==> config.mk <==
export PLATFORM = sky130hd
export DESIGN_NAME = wb_port_arbiter
export DESIGN_NICKNAME = d
export VERILOG_FILES = /design/src/rtl/wb_port_arbiter.sv
export SDC_FILE = /design/constraint.sdc
export NUM_CORES = 1
export LEC_CHECK = 0
export ABC_AREA = 1
export CAP_MARGIN = 5
export CORE_AREA = 2 2 151 94
export DETAILED_ROUTE_END_ITERATION = 8
export DIE_AREA = 0 0 153 96
export PLACE_DENSITY = 0.65
export SYNTH_ARGS = -nofsm -noshare
export SYNTH_HDL_FRONTEND = slang
export SYNTH_SLANG_ARGS = --single-unit
==> constraint.sdc <==
create_clock -name clk -period 3.56 [get_ports clk]
set_clock_uncertainty 0.1 [all_clocks]
set_input_delay 0.712 -clock clk [delete_from_list [all_inputs] [get_ports clk]]
set_output_delay 0.712 -clock clk [all_outputs]
set_load 0.05 [all_outputs]
==> src/rtl/wb_port_arbiter.sv <==
// wb_port_arbiter: register-file write port shared by pipeline writeback and a FIFO of long-latency results; WB_STARVE_GUARD_EN enables the forced-drain starvation guard
module wb_port_arbiter #(
  parameter int DEPTH = 2,
  parameter int MAX_WAIT = 8
) (
  input  logic        clk,
  input  logic        rst,
  input  logic        RegWriteW,
  input  logic [4:0]  RdW,
  input  logic [31:0] ResultW,
  input  logic        lu_valid,
  input  logic [4:0]  lu_rd,
  input  logic [31:0] lu_data,
  output logic        lu_ready,
  output logic        RegWriteOut,
  output logic [4:0]  RdOut,
  output logic [31:0] WriteDataOut,
  output logic        stall_req,
  output logic        lu_pending
);
  localparam int AW = $clog2(DEPTH);
  localparam int CW = AW + 1;
`ifdef WB_STARVE_GUARD_EN
  localparam int WW = $clog2(MAX_WAIT) + 1;
  typedef enum logic [1:0] {IDLE, PEND, FORCE} state_t;
`else
  typedef enum logic [1:0] {IDLE, PEND} state_t;
`endif
  state_t state, state_n;
  logic [4:0] q_rd [DEPTH];
  logic [31:0] q_data [DEPTH];
  logic [AW-1:0] wptr, rptr;
  logic [CW-1:0] count, count_n;
  logic slot_idle, empty, full, push, pop, force_drain, we_n;
  logic [4:0] rd_n;
  logic [31:0] data_n;
  assign empty = count == '0;
  assign full = count == CW'(DEPTH);
  assign slot_idle = !RegWriteW || RdW == 5'd0;
  assign lu_ready = !rst && !full;
  assign push = lu_valid && lu_ready;
  assign lu_pending = state != IDLE;
`ifdef WB_STARVE_GUARD_EN
  logic [WW-1:0] age;
  assign force_drain = state == FORCE;
`else
  assign force_drain = 1'b0;
`endif
  assign stall_req = force_drain;
  assign pop = force_drain || (slot_idle && !empty);
  assign count_n = count + CW'(push) - CW'(pop);
  assign we_n = pop ? q_rd[rptr] != 5'd0 : !slot_idle;
  assign rd_n = pop ? q_rd[rptr] : RdW;
  assign data_n = pop ? q_data[rptr] : ResultW;
  // next state follows occupancy; a starving head with a busy slot forces a one-cycle drain
  always_comb begin
    state_n = count_n != '0 ? PEND : IDLE;
`ifdef WB_STARVE_GUARD_EN
    if (state == PEND && age == WW'(MAX_WAIT - 1) && !slot_idle) state_n = FORCE;
`endif
  end
  // state, FIFO bookkeeping and registered write port
  always_ff @(posedge clk) begin
    if (rst) begin
      state <= IDLE;
      wptr <= '0;
      rptr <= '0;
      count <= '0;
      RegWriteOut <= 1'b0;
      RdOut <= '0;
      WriteDataOut <= '0;
    end else begin
      state <= state_n;
      count <= count_n;
      if (push) wptr <= wptr + 1'b1;
      if (pop) rptr <= rptr + 1'b1;
      RegWriteOut <= we_n;
      if (we_n) begin
        RdOut <= rd_n;
        WriteDataOut <= data_n;
      end
    end
  end
  // FIFO storage, written only on an accepted push
  always_ff @(posedge clk) begin
    if (push) begin
      q_rd[wptr] <= lu_rd;
      q_data[wptr] <= lu_data;
    end
  end
`ifdef WB_STARVE_GUARD_EN
  // age of the FIFO head, cleared by a pop or an empty FIFO, saturating
  always_ff @(posedge clk) begin
    if (rst) age <= '0;
    else age <= (pop || empty) ? '0 : age == WW'(MAX_WAIT - 1) ? age : age + 1'b1;
  end
`endif
endmodule
======== After elaboration in Yosys (flattened, before gate mapping) ========
Memory sizes are Yosys's and may differ from the RTL's. A register that Yosys moved wholly into a read port is not among the register bits.
Index checks and enable logic that the tools add are counted.
storage, ports and cells
  register bits after elaboration ......... 44
  bits in writable memories ............... 74
  input bits .............................. 78
  output and inout bits ................... 41
  word-level logic and storage cells ...... 38
  memories kept ........................... 2
cells by class
  $add $sub $neg .......................... 4
  equal/unequal tests ..................... 1
  mux-type cells .......................... 10
  reductions and logical operators ........ 14
memory list
  memory  words  width  rd ports  clocked after Yosys merged registers in  write ports  RTL line  RTL
  q_data  2      32     1         1                                        1            31        logic [31:0] q_data [DEPTH];
  q_rd    2      5      1         1                                        1            30        logic [4:0] q_rd [DEPTH];
operator list
  cell                 count
  $mux 32              1
  $mux 1               8
  $logic_not 1->1      5
  $logic_not 5->1      1
  $mux 5               1
  $reduce_bool 5->1    1
  $reduce_bool 2->1    2
  $logic_and 1x1->1    3
  $add 1x1->1 const B  2
  $add 2x1->2          1
  $eq 2x2->1 const B   1
  $logic_not 2->1      1
  $sub 2x1->2          1
  $logic_or 1x1->1     1

======== Depth between registers and ports, before layout ========
Gate-level depths: netlist of the first run.
  word-level depth ........................ 8
  mapped depth ............................ 11
  depth with buffers taken out ............ 9

======== Worst setup path after synthesis of the first run ========
OpenSTA, ideal clock, no wires.
  kind .................................... input -> register
  start ................................... input port rst
  end ..................................... memory q_data[0][0], enable pin
  setup time .............................. 0.431 ns
  arrival time ............................ 3.414 ns
  required time ........................... 3.029 ns
  slack ................................... -0.385 ns
  stages .................................. 3
  path buffers ............................ 0
  path through ............................ a21oi_1 nand2_1 nor2_1
between the ends
  longest elaborated chain between the ends .. 5
RTL lines
  element                       RTL line  RTL
  start: declaration            7         input logic rst,
  $logic_not 1->1               40        assign lu_ready = !rst && !full;
  $logic_and 1x1->1             40
  $logic_and 1x1->1             41        assign push = lu_valid && lu_ready;
  $mux 1                        86        if (push) begin
  $mux 1 (not written as such)  88        q_data[wptr] <= lu_data;
  end: declaration              31
Every way passes these cells.

======== Final worst setup path of the first run ========
  start ................................... input port rst
  end ..................................... output port lu_ready
between the ends
  longest elaborated chain between the ends .. 2
RTL lines
  element            RTL line  RTL
  $logic_not 1->1    40
  $logic_and 1x1->1  40
  end: declaration   14        output logic lu_ready,
Every way passes these cells.

==> flow_metrics.tcl, run 1 <==
set metrics [dict create \
    postCtsSetupRepairBufs 0 \
    gr-max-usage-layer "met2" \
    grt_max_degree 47 \
    fin_ws_ps 504 \
    cts-root-buf "clkbuf_16" \
    postCtsResizedCells 0 \
    numClockSinks 118 \
    clock_latency_ps 400 \
    met3_usage_pct 5.67 \
    synthCells 603 \
    setup-violations-final 0 \
    synth.net_count 683 \
    power_density_nw_per_um2 712 \
    pre_cts_ws_ps 489 \
    fmax_mhz 327 \
    grt_use_met2_pct 27.2 \
    start_kind "input pin" \
    relSlewSlack_pct 51.9 \
    drive_gt1_share_pct 6.62 \
    worstPathArrival_ps 2240 \
    power.leakage_nw 3.05 \
    dieArea_um2 14700 \
    num_vias 4212 \
    syn_area_um2 5210 \
    first_iter_violations 236 \
    pin_count 119 \
    wire_per_inst_um 14.1 \
    cts_max_level 4 \
    vias_per_cell 4.68 \
    most-common-layout-cells "nand2_1, clkdlybuf4s50_1, nand3_1, edfxtp_1, inv_1" \
    cp_common_cell "clkdlybuf4s50_1" \
    grt-ovfl-total 0 \
    hpwl_mm 8.20 \
    routed_wl_mm 12.7 \
    coreArea_um2 13300 \
    cts_buffers 17 \
    placed_area_um2 6530 \
    ant_nets 0 \
    path_clk_slew_ps 50 \
    path_buf_inv 2 \
    grt_pass1_vias 3847 \
    dp.cells 868 \
    outcome "finished clean" \
    antenna_found_initial 1 \
    drc 0 \
    cp_max_fo 6 \
    syn2layout_area_growth_pct 37.6 \
    portBuffers 117 \
    path_cells "clkdlybuf4s50_1 > a21oi_1 > clkdlybuf4s50_1" \
    hp-class "flop to flop" \
    startpoint "rst" \
    grt_pass1_wl_mm 20.0 \
    cts_buffer_depth 2 \
    slowest_stage "clkdlybuf4s50_1" \
    die_height_um 96 \
    p_total_mw 5.11 \
    cp-end-kind "primary output" \
    ir_drop_mv 0.322 \
    row_count 33 \
    gp_congestion 0.768 \
    cts_tree "built" \
    crit_path_max_incr_delay_ps 830 \
    critical_path_class "input pin to primary output" \
    rsz0062_at_grt "no" \
    start_util_pct 39.1 \
    synth-seq-cells 118 \
    hold_buffers 0 \
    drt_pass1_iterations 4 \
    final_common_cell "nand2_1" \
    fin_cells 900 \
    yosysWarnings 0 \
    fin_crit_sh_pct 85.8 \
    hold_viol 0 \
    min_period_ps 3060 \
    tightest_slew_ps 721 \
    nets 792 \
    die_w_um 153 \
    ys_types 22 \
    report.final.slew_viol_count 0 \
    diodes 0 \
    avgSynthCellArea_um2 8.65 \
    met1_usage_pct 24.3 \
    drv_cap 0 \
    worstHoldStart "rptr" \
    cp_top_family "buffers and inverters" \
    fin_area_um2 7170 \
    ys_seq_area_share_pct 59.5 \
    required_ps 2750 \
    grt.total_usage_pct 17.9 \
]
==> where the power goes <==
| part | switching [mW] | internal, mW |
|---|---|---|
| clock | 0.579 | 1.31 |
| sequential | 0.0727 | 1.62 |
| combinational | 1.02 | 0.508 |
| total | 1.67 | 3.43 |
==> Yosys cell counts <==
cell type,instances,area (µm²)
buf_1,2,7.51
xnor2_1,2,17.5
nor2_1,45,169
conb_1,1,3.75
inv_1,47,176
edfxtp_1,74,2220
buf_2,22,110
buf_6,6,67.6
clkbuf_1,6,22.5
o21ai_1,1,5.00
nor2_2,1,6.26
nand3_1,75,375
ha_1,2,25.0
nand2_2,1,6.26
inv_2,1,3.75
a21oi_4,1,16.3
o21ai_0,5,25.0
a21oi_1,43,215
nand3_2,1,10.0
dfxtp_1,44,881
buf_4,3,22.5
nand2_1,220,826
==> per-layer routing <==
layer / vias up / share of wire [%] / routed length, µm
met5: - / 0.10 / 13
met4: 2 / 0.74 / 94
met3: 14 / 7.1 / 897
met2: 126 / 44 / 5570
met1: 1912 / 48 / 6120
li1: 2158 / - / -
==> cell families (layout without fill, tap and decap cells) <==
kind of cell / count (synthesis) / after routing / synth area share [%]
AND/OR/NAND/NOR: 343 / 343 / 26.7
other: 1 / 1 / 0.0719
AO/OA/AOI/OAI: 50 / 50 / 5.02
buffers and inverters: 87 / 209 / 7.87
flip-flops: 118 / 118 / 59.5
XOR/XNOR: 2 / 2 / 0.336
adder cells (fa/ha/maj): 2 / 2 / 0.480
==> metrics by stage <==
| stage | TNS [ps] | hold slack [ps] | utilization [%] |
|---|---|---|---|
| CTS | 0 | 351 | 53.8 |
| global placement | 0 | 332 | 48.9 |
| finish | 0 | 351 | 53.8 |
| global route | 0 | 366 | 53.8 |
| floorplan | -28530 | 326 | - |
| detailed placement | 0 | 340 | 48.9 |
==> area by class of cell <==
type                            count  area, µm²
Clock buffer                       21        440
Clock inverter                     11        206
Fill cell                        1203       6160
Inverter                           48        180
Multi-Input combinational cell    398       1720
Sequential cell                   118       3100
Tap cell                          175        219
Timing Repair Buffer              129       1300
==> worst paths after layout <==
kind / endpoint / slack [ps] / cells past startpoint
setup / recovery: lu_ready / 500 / 3
hold / removal: flop / 350 / 1
setup reg to reg: WriteDataOut[9] / 1490 / 9
hold reg to reg: flop / 350 / 1
==> flip-flops by register name, indices dropped and copies added, names as in the netlist, named ones only <==
name          flops
q_data           64
WriteDataOut     32
q_rd             10
RdOut             5
count             2
RegWriteOut       1
rptr              1
state             1
wptr              1
No activity file was read; power rests on OpenSTA's default activity.
==> run 2: changes to the inputs <==
Settings changed: CTS_BUF_LIST set to sky130_fd_sc_hd__clkbuf_8, SLEW_MARGIN set to 10.
==> flow_metrics.tcl, run 2 (same netlist as run 1, synthesis figures left out) <==
set metrics [dict create \
    outcome "finished clean" \
    rsz0062_at_grt "no" \
    hpwl_mm 8.20 \
    drc 0 \
    cts_max_level 4 \
    cts_buffers 17 \
    fin_area_um2 6980 \
    power_density_nw_per_um2 662 \
    first_iter_violations 233 \
    hp-class "flop to flop" \
    grt_pass1_wl_mm 19.9 \
    start_util_pct 39.1 \
    clock_latency_ps 420 \
    fmax_mhz 327 \
    cts-root-buf "clkbuf_8" \
    hold_buffers 0 \
    slowest_stage "clkdlybuf4s50_1" \
    cp_top_family "buffers and inverters" \
    placed_area_um2 6530 \
    path_buf_inv 2 \
    whs_ps 355 \
    wire_per_inst_um 14.0 \
    dieArea_um2 14700 \
    min_period_ps 3060 \
    numClockSinks 118 \
    drt_pass1_iterations 4 \
    cp_common_cell "clkdlybuf4s50_1" \
    cts_buffer_depth 2 \
    grt-ovfl-total 0 \
    largest-register "q_data" \
    p_total_mw 4.62 \
    power.leakage_nw 2.98 \
    path_clk_slew_ps 70 \
    syn2layout_area_growth_pct 33.9 \
    swShare_pct 34.8 \
    p_comb_share_pct 33.1 \
    intPower_mw 3.01 \
    worstPathArrival_ps 2250 \
    ir_drop_mv 0.270 \
    setup-violations-final 0 \
    fin_ws_ps 500 \
    critical_path_class "input pin to primary output" \
    tightest_slew_ps 730 \
    top_regs "q_data: 64 flops, WriteDataOut: 32 flops, q_rd: 10 flops" \
    nets 792 \
    gp_congestion 0.768 \
    fin_crit_sh_pct 85.9 \
    portBuffers 117 \
    report.final.slew_viol_count 0 \
    pre_cts_ws_ps 489 \
    switching_power_mw 1.61 \
    grt_pass1_vias 3840 \
    largest_register_ffs 64 \
    grt_max_degree 47 \
    coreArea_um2 13300 \
    required_ps 2750 \
    row_count 33 \
    diodes 0 \
    path_cells "clkdlybuf4s50_1 > a21oi_1 > clkdlybuf4s50_1" \
    ant_nets 0 \
    postCtsResizedCells 0 \
    most-common-layout-cells "nand2_1, clkdlybuf4s50_1, nand3_1, edfxtp_1, inv_1" \
    die_w_um 153 \
    final_common_cell "nand2_1" \
    drive_gt1_share_pct 6.62 \
    start_kind "input pin" \
    pwr-share-clk_pct 30.3 \
    vias_per_cell 4.69 \
    cts_tree "built" \
    hold_viol 0 \
    crit_path_max_incr_delay_ps 830 \
    die_height_um 96 \
    cp-end-kind "primary output" \
    postCtsSetupRepairBufs 0 \
    pin_count 119 \
    cp_max_fo 6 \
    grt.total_usage_pct 17.7 \
    num_vias 4225 \
    antenna_found_initial 1 \
    relSlewSlack_pct 51.3 \
    pwr-share-seq_pct 36.6 \
    drv_cap 0 \
    routed_wl_mm 12.6 \
]
## run 2: cell types whose count changed in the layout (fill, tap and decap cells not counted), sizes merged
cell | before | now
clkbuf | 21 | 17
inv | 48 | 52
## run 2: worst paths after layout
kind | from | to | slack (ps) | cells after the start
setup / recovery | rst | lu_ready | 500 | 3
hold / removal | rptr | flop | 350 | 1
setup reg to reg | flop | WriteDataOut[9] | 1550 | 9
hold reg to reg | rptr | flop | 350 | 1
## run 2: per-layer routing
metal	GRT usage (%)	vias up	wire length (µm)
met2	26.8	136	5540
met1	24.5	1926	6040
met4	4.17	2	28
met3	6.17	4	946
met5	0	-	11
li1	-	2157	-
## run 2: final cells by class
class | count | area [µm²]
multi-input cells | 398 | 1720
clock inverters | 15 | 221
fillers | 1229 | 6360
repair buffers | 129 | 1300
inverters | 48 | 180
clock buffers | 17 | 234
flip-flops and latches | 118 | 3100
well taps | 175 | 219
## run 2: power by group through the flow
stage | clock (mW) | sequential [mW] | combinational, mW
after floorplan | 0 | 2.02 | 0.784
after CTS | 1.43 | 1.69 | 1.54
after detailed placement | 0 | 1.72 | 1.54
after global placement | 0 | 1.71 | 1.52
final | 1.40 | 1.69 | 1.53
after global routing | 1.50 | 1.71 | 1.69
## run 2: metrics by stage
stage	utilization (%)	cells	TNS (ps)
global placement	48.9	868	0
finish	52.3	900	0
floorplan	-	603	-28530
detailed placement	48.9	868	0
CTS	52.3	900	0
global route	52.3	900	0
## run 2: worst register-to-register path, stage by stage (launching register included)
cell and delay, ps:
dfxtp_2 320, inv_2 500, nand2_1 110, nand2_1 130, nor2_1 60, nand3_2 70
nand2_2 60, buf_4 270, a21oi_1 220, nor2_1 60
==> run 3: changes to the inputs <==
Settings changed: MAX_ROUTING_LAYER set to met4.
==> flow_metrics.tcl, run 3 (same netlist as run 1, synthesis figures left out) <==
set metrics [dict create \
    min_period_ps 3060 \
    report.final.slew_viol_count 0 \
    start_util_pct 39.1 \
    utilization_pct 52.4 \
    hp-class "flop to flop" \
    relSlewSlack_pct 51.0 \
    fin_crit_sh_pct 85.9 \
    outcome "finished clean" \
    tightest_slew_ps 735 \
    drc 0 \
    start_kind "input pin" \
    die_height_um 96 \
    grt_max_degree 47 \
    cts-root-buf "clkbuf_8" \
    largest-register "q_data" \
    regToRegEndpoint "WriteDataOut[9]" \
    r2r_slack_ps 1550 \
    postCtsSetupRepairBufs 0 \
    grt_pass1_wl_mm 19.9 \
    first_iter_violations 256 \
    hpwl_mm 8.20 \
    vias_per_cell 4.68 \
    dieArea_um2 14700 \
    wire_per_inst_um 14.0 \
    antenna_found_initial 1 \
    cp_max_fo 6 \
    power.leakage_nw 2.98 \
    rsz0062_at_grt "no" \
    clock_latency_ps 420 \
    grt.total_usage_pct 18.2 \
    largest_register_ffs 64 \
    drv_cap 0 \
    final_common_cell "nand2_1" \
    numClockSinks 118 \
    fmax_mhz 327 \
    row_count 33 \
    tns_ps 0 \
    hold_viol 0 \
    required_ps 2750 \
    drive_gt1_share_pct 6.62 \
    syn2layout_area_growth_pct 33.9 \
    cp-end-kind "primary output" \
    ir_drop_mv 0.269 \
    cts_max_level 4 \
    worstPathArrival_ps 2250 \
    nets 792 \
    die_w_um 153 \
    pin_count 119 \
    grt_pass1_vias 3838 \
    grt-ovfl-total 0 \
    critical_path_class "input pin to primary output" \
    path_clk_slew_ps 70 \
    gp_congestion 0.778 \
    placed_area_um2 6530 \
    num_vias 4213 \
    cts_tree "built" \
    fin_area_um2 6980 \
    portBuffers 117 \
    postCtsResizedCells 0 \
    worstHoldStart "rptr" \
    cts_buffers 17 \
    most-common-layout-cells "nand2_1, clkdlybuf4s50_1, nand3_1, edfxtp_1, inv_1" \
    holdPathStages 1 \
    coreArea_um2 13300 \
    reg2regPathDepth 9 \
    power_density_nw_per_um2 663 \
    nFillCells 1230 \
    ant_nets 0 \
    setup-violations-final 0 \
    routed_wl_mm 12.6 \
    startpoint "rst" \
    cts_buffer_depth 2 \
    drt_pass1_iterations 5 \
    hold_buffers 0 \
    top_regs "q_data: 64 flops, WriteDataOut: 32 flops, q_rd: 10 flops" \
]
==> run 3: cell count changes in the layout (fill, tap and decap cells not counted) <==
cell     previous run  this run
diode_2             0         1
==> run 3: layer usage <==
layer	wire, µm	global-route usage, %
met1	6300	24.8
met2	5460	26.8
met3	780	5.13
met4	62	5.32
met5	0	-
==> run 3: cell type report <==
type	count	area (µm²)	area share [%]
tap	175	219	3.14
clock inverter	15	221	3.17
inverter	48	180	2.58
clock buffer	17	234	3.35
timing repair buffer	129	1300	18.6
multi-input combinational	398	1720	24.7
antenna	1	2.50	0.0358
sequential	118	3100	44.5
==> run 3: worst max-delay path by stage <==
| stage | slack, ps | cells past startpoint | endpoint |
|---|---|---|---|
| 6_report | 500 | 3 | lu_ready |
| 4_1_cts | 490 | 3 | lu_ready |
| 2_1_floorplan | -390 | 3 | q_data[0][0] |
| 3_5_place_dp | 490 | 3 | lu_ready |
| 5_1_grt | 420 | 3 | lu_ready |
| 3_3_place_gp | 490 | 3 | lu_ready |
==> run 3: per-stage QoR <==
| stage | hold slack [ps] | power [mW] | worst slack [ps] | cells |
|---|---|---|---|---|
| 6_report | 354 | 4.63 | 500 | 901 |
| 5_1_grt | 369 | 4.90 | 416 | 901 |
| 4_1_cts | 353 | 4.67 | 489 | 900 |
| 3_5_place_dp | 340 | 3.26 | 489 | 868 |
| 3_3_place_gp | 332 | 3.23 | 488 | 868 |
| 2_1_floorplan | 326 | 2.81 | -385 | 603 |
==> run 3: where the power goes <==
group	switching (mW)	internal (mW)	leakage [nW]	total (mW)
Clock	0.518	0.888	0.242	1.41
Sequential	0.0731	1.62	1.04	1.69
Combinational	1.02	0.508	1.69	1.53
Total	1.62	3.01	2.98	4.63
==> run 3: worst max-delay path: stages <==
cell	delay, ps
clkdlybuf4s50_1	490
a21oi_1	210
clkdlybuf4s50_1	830
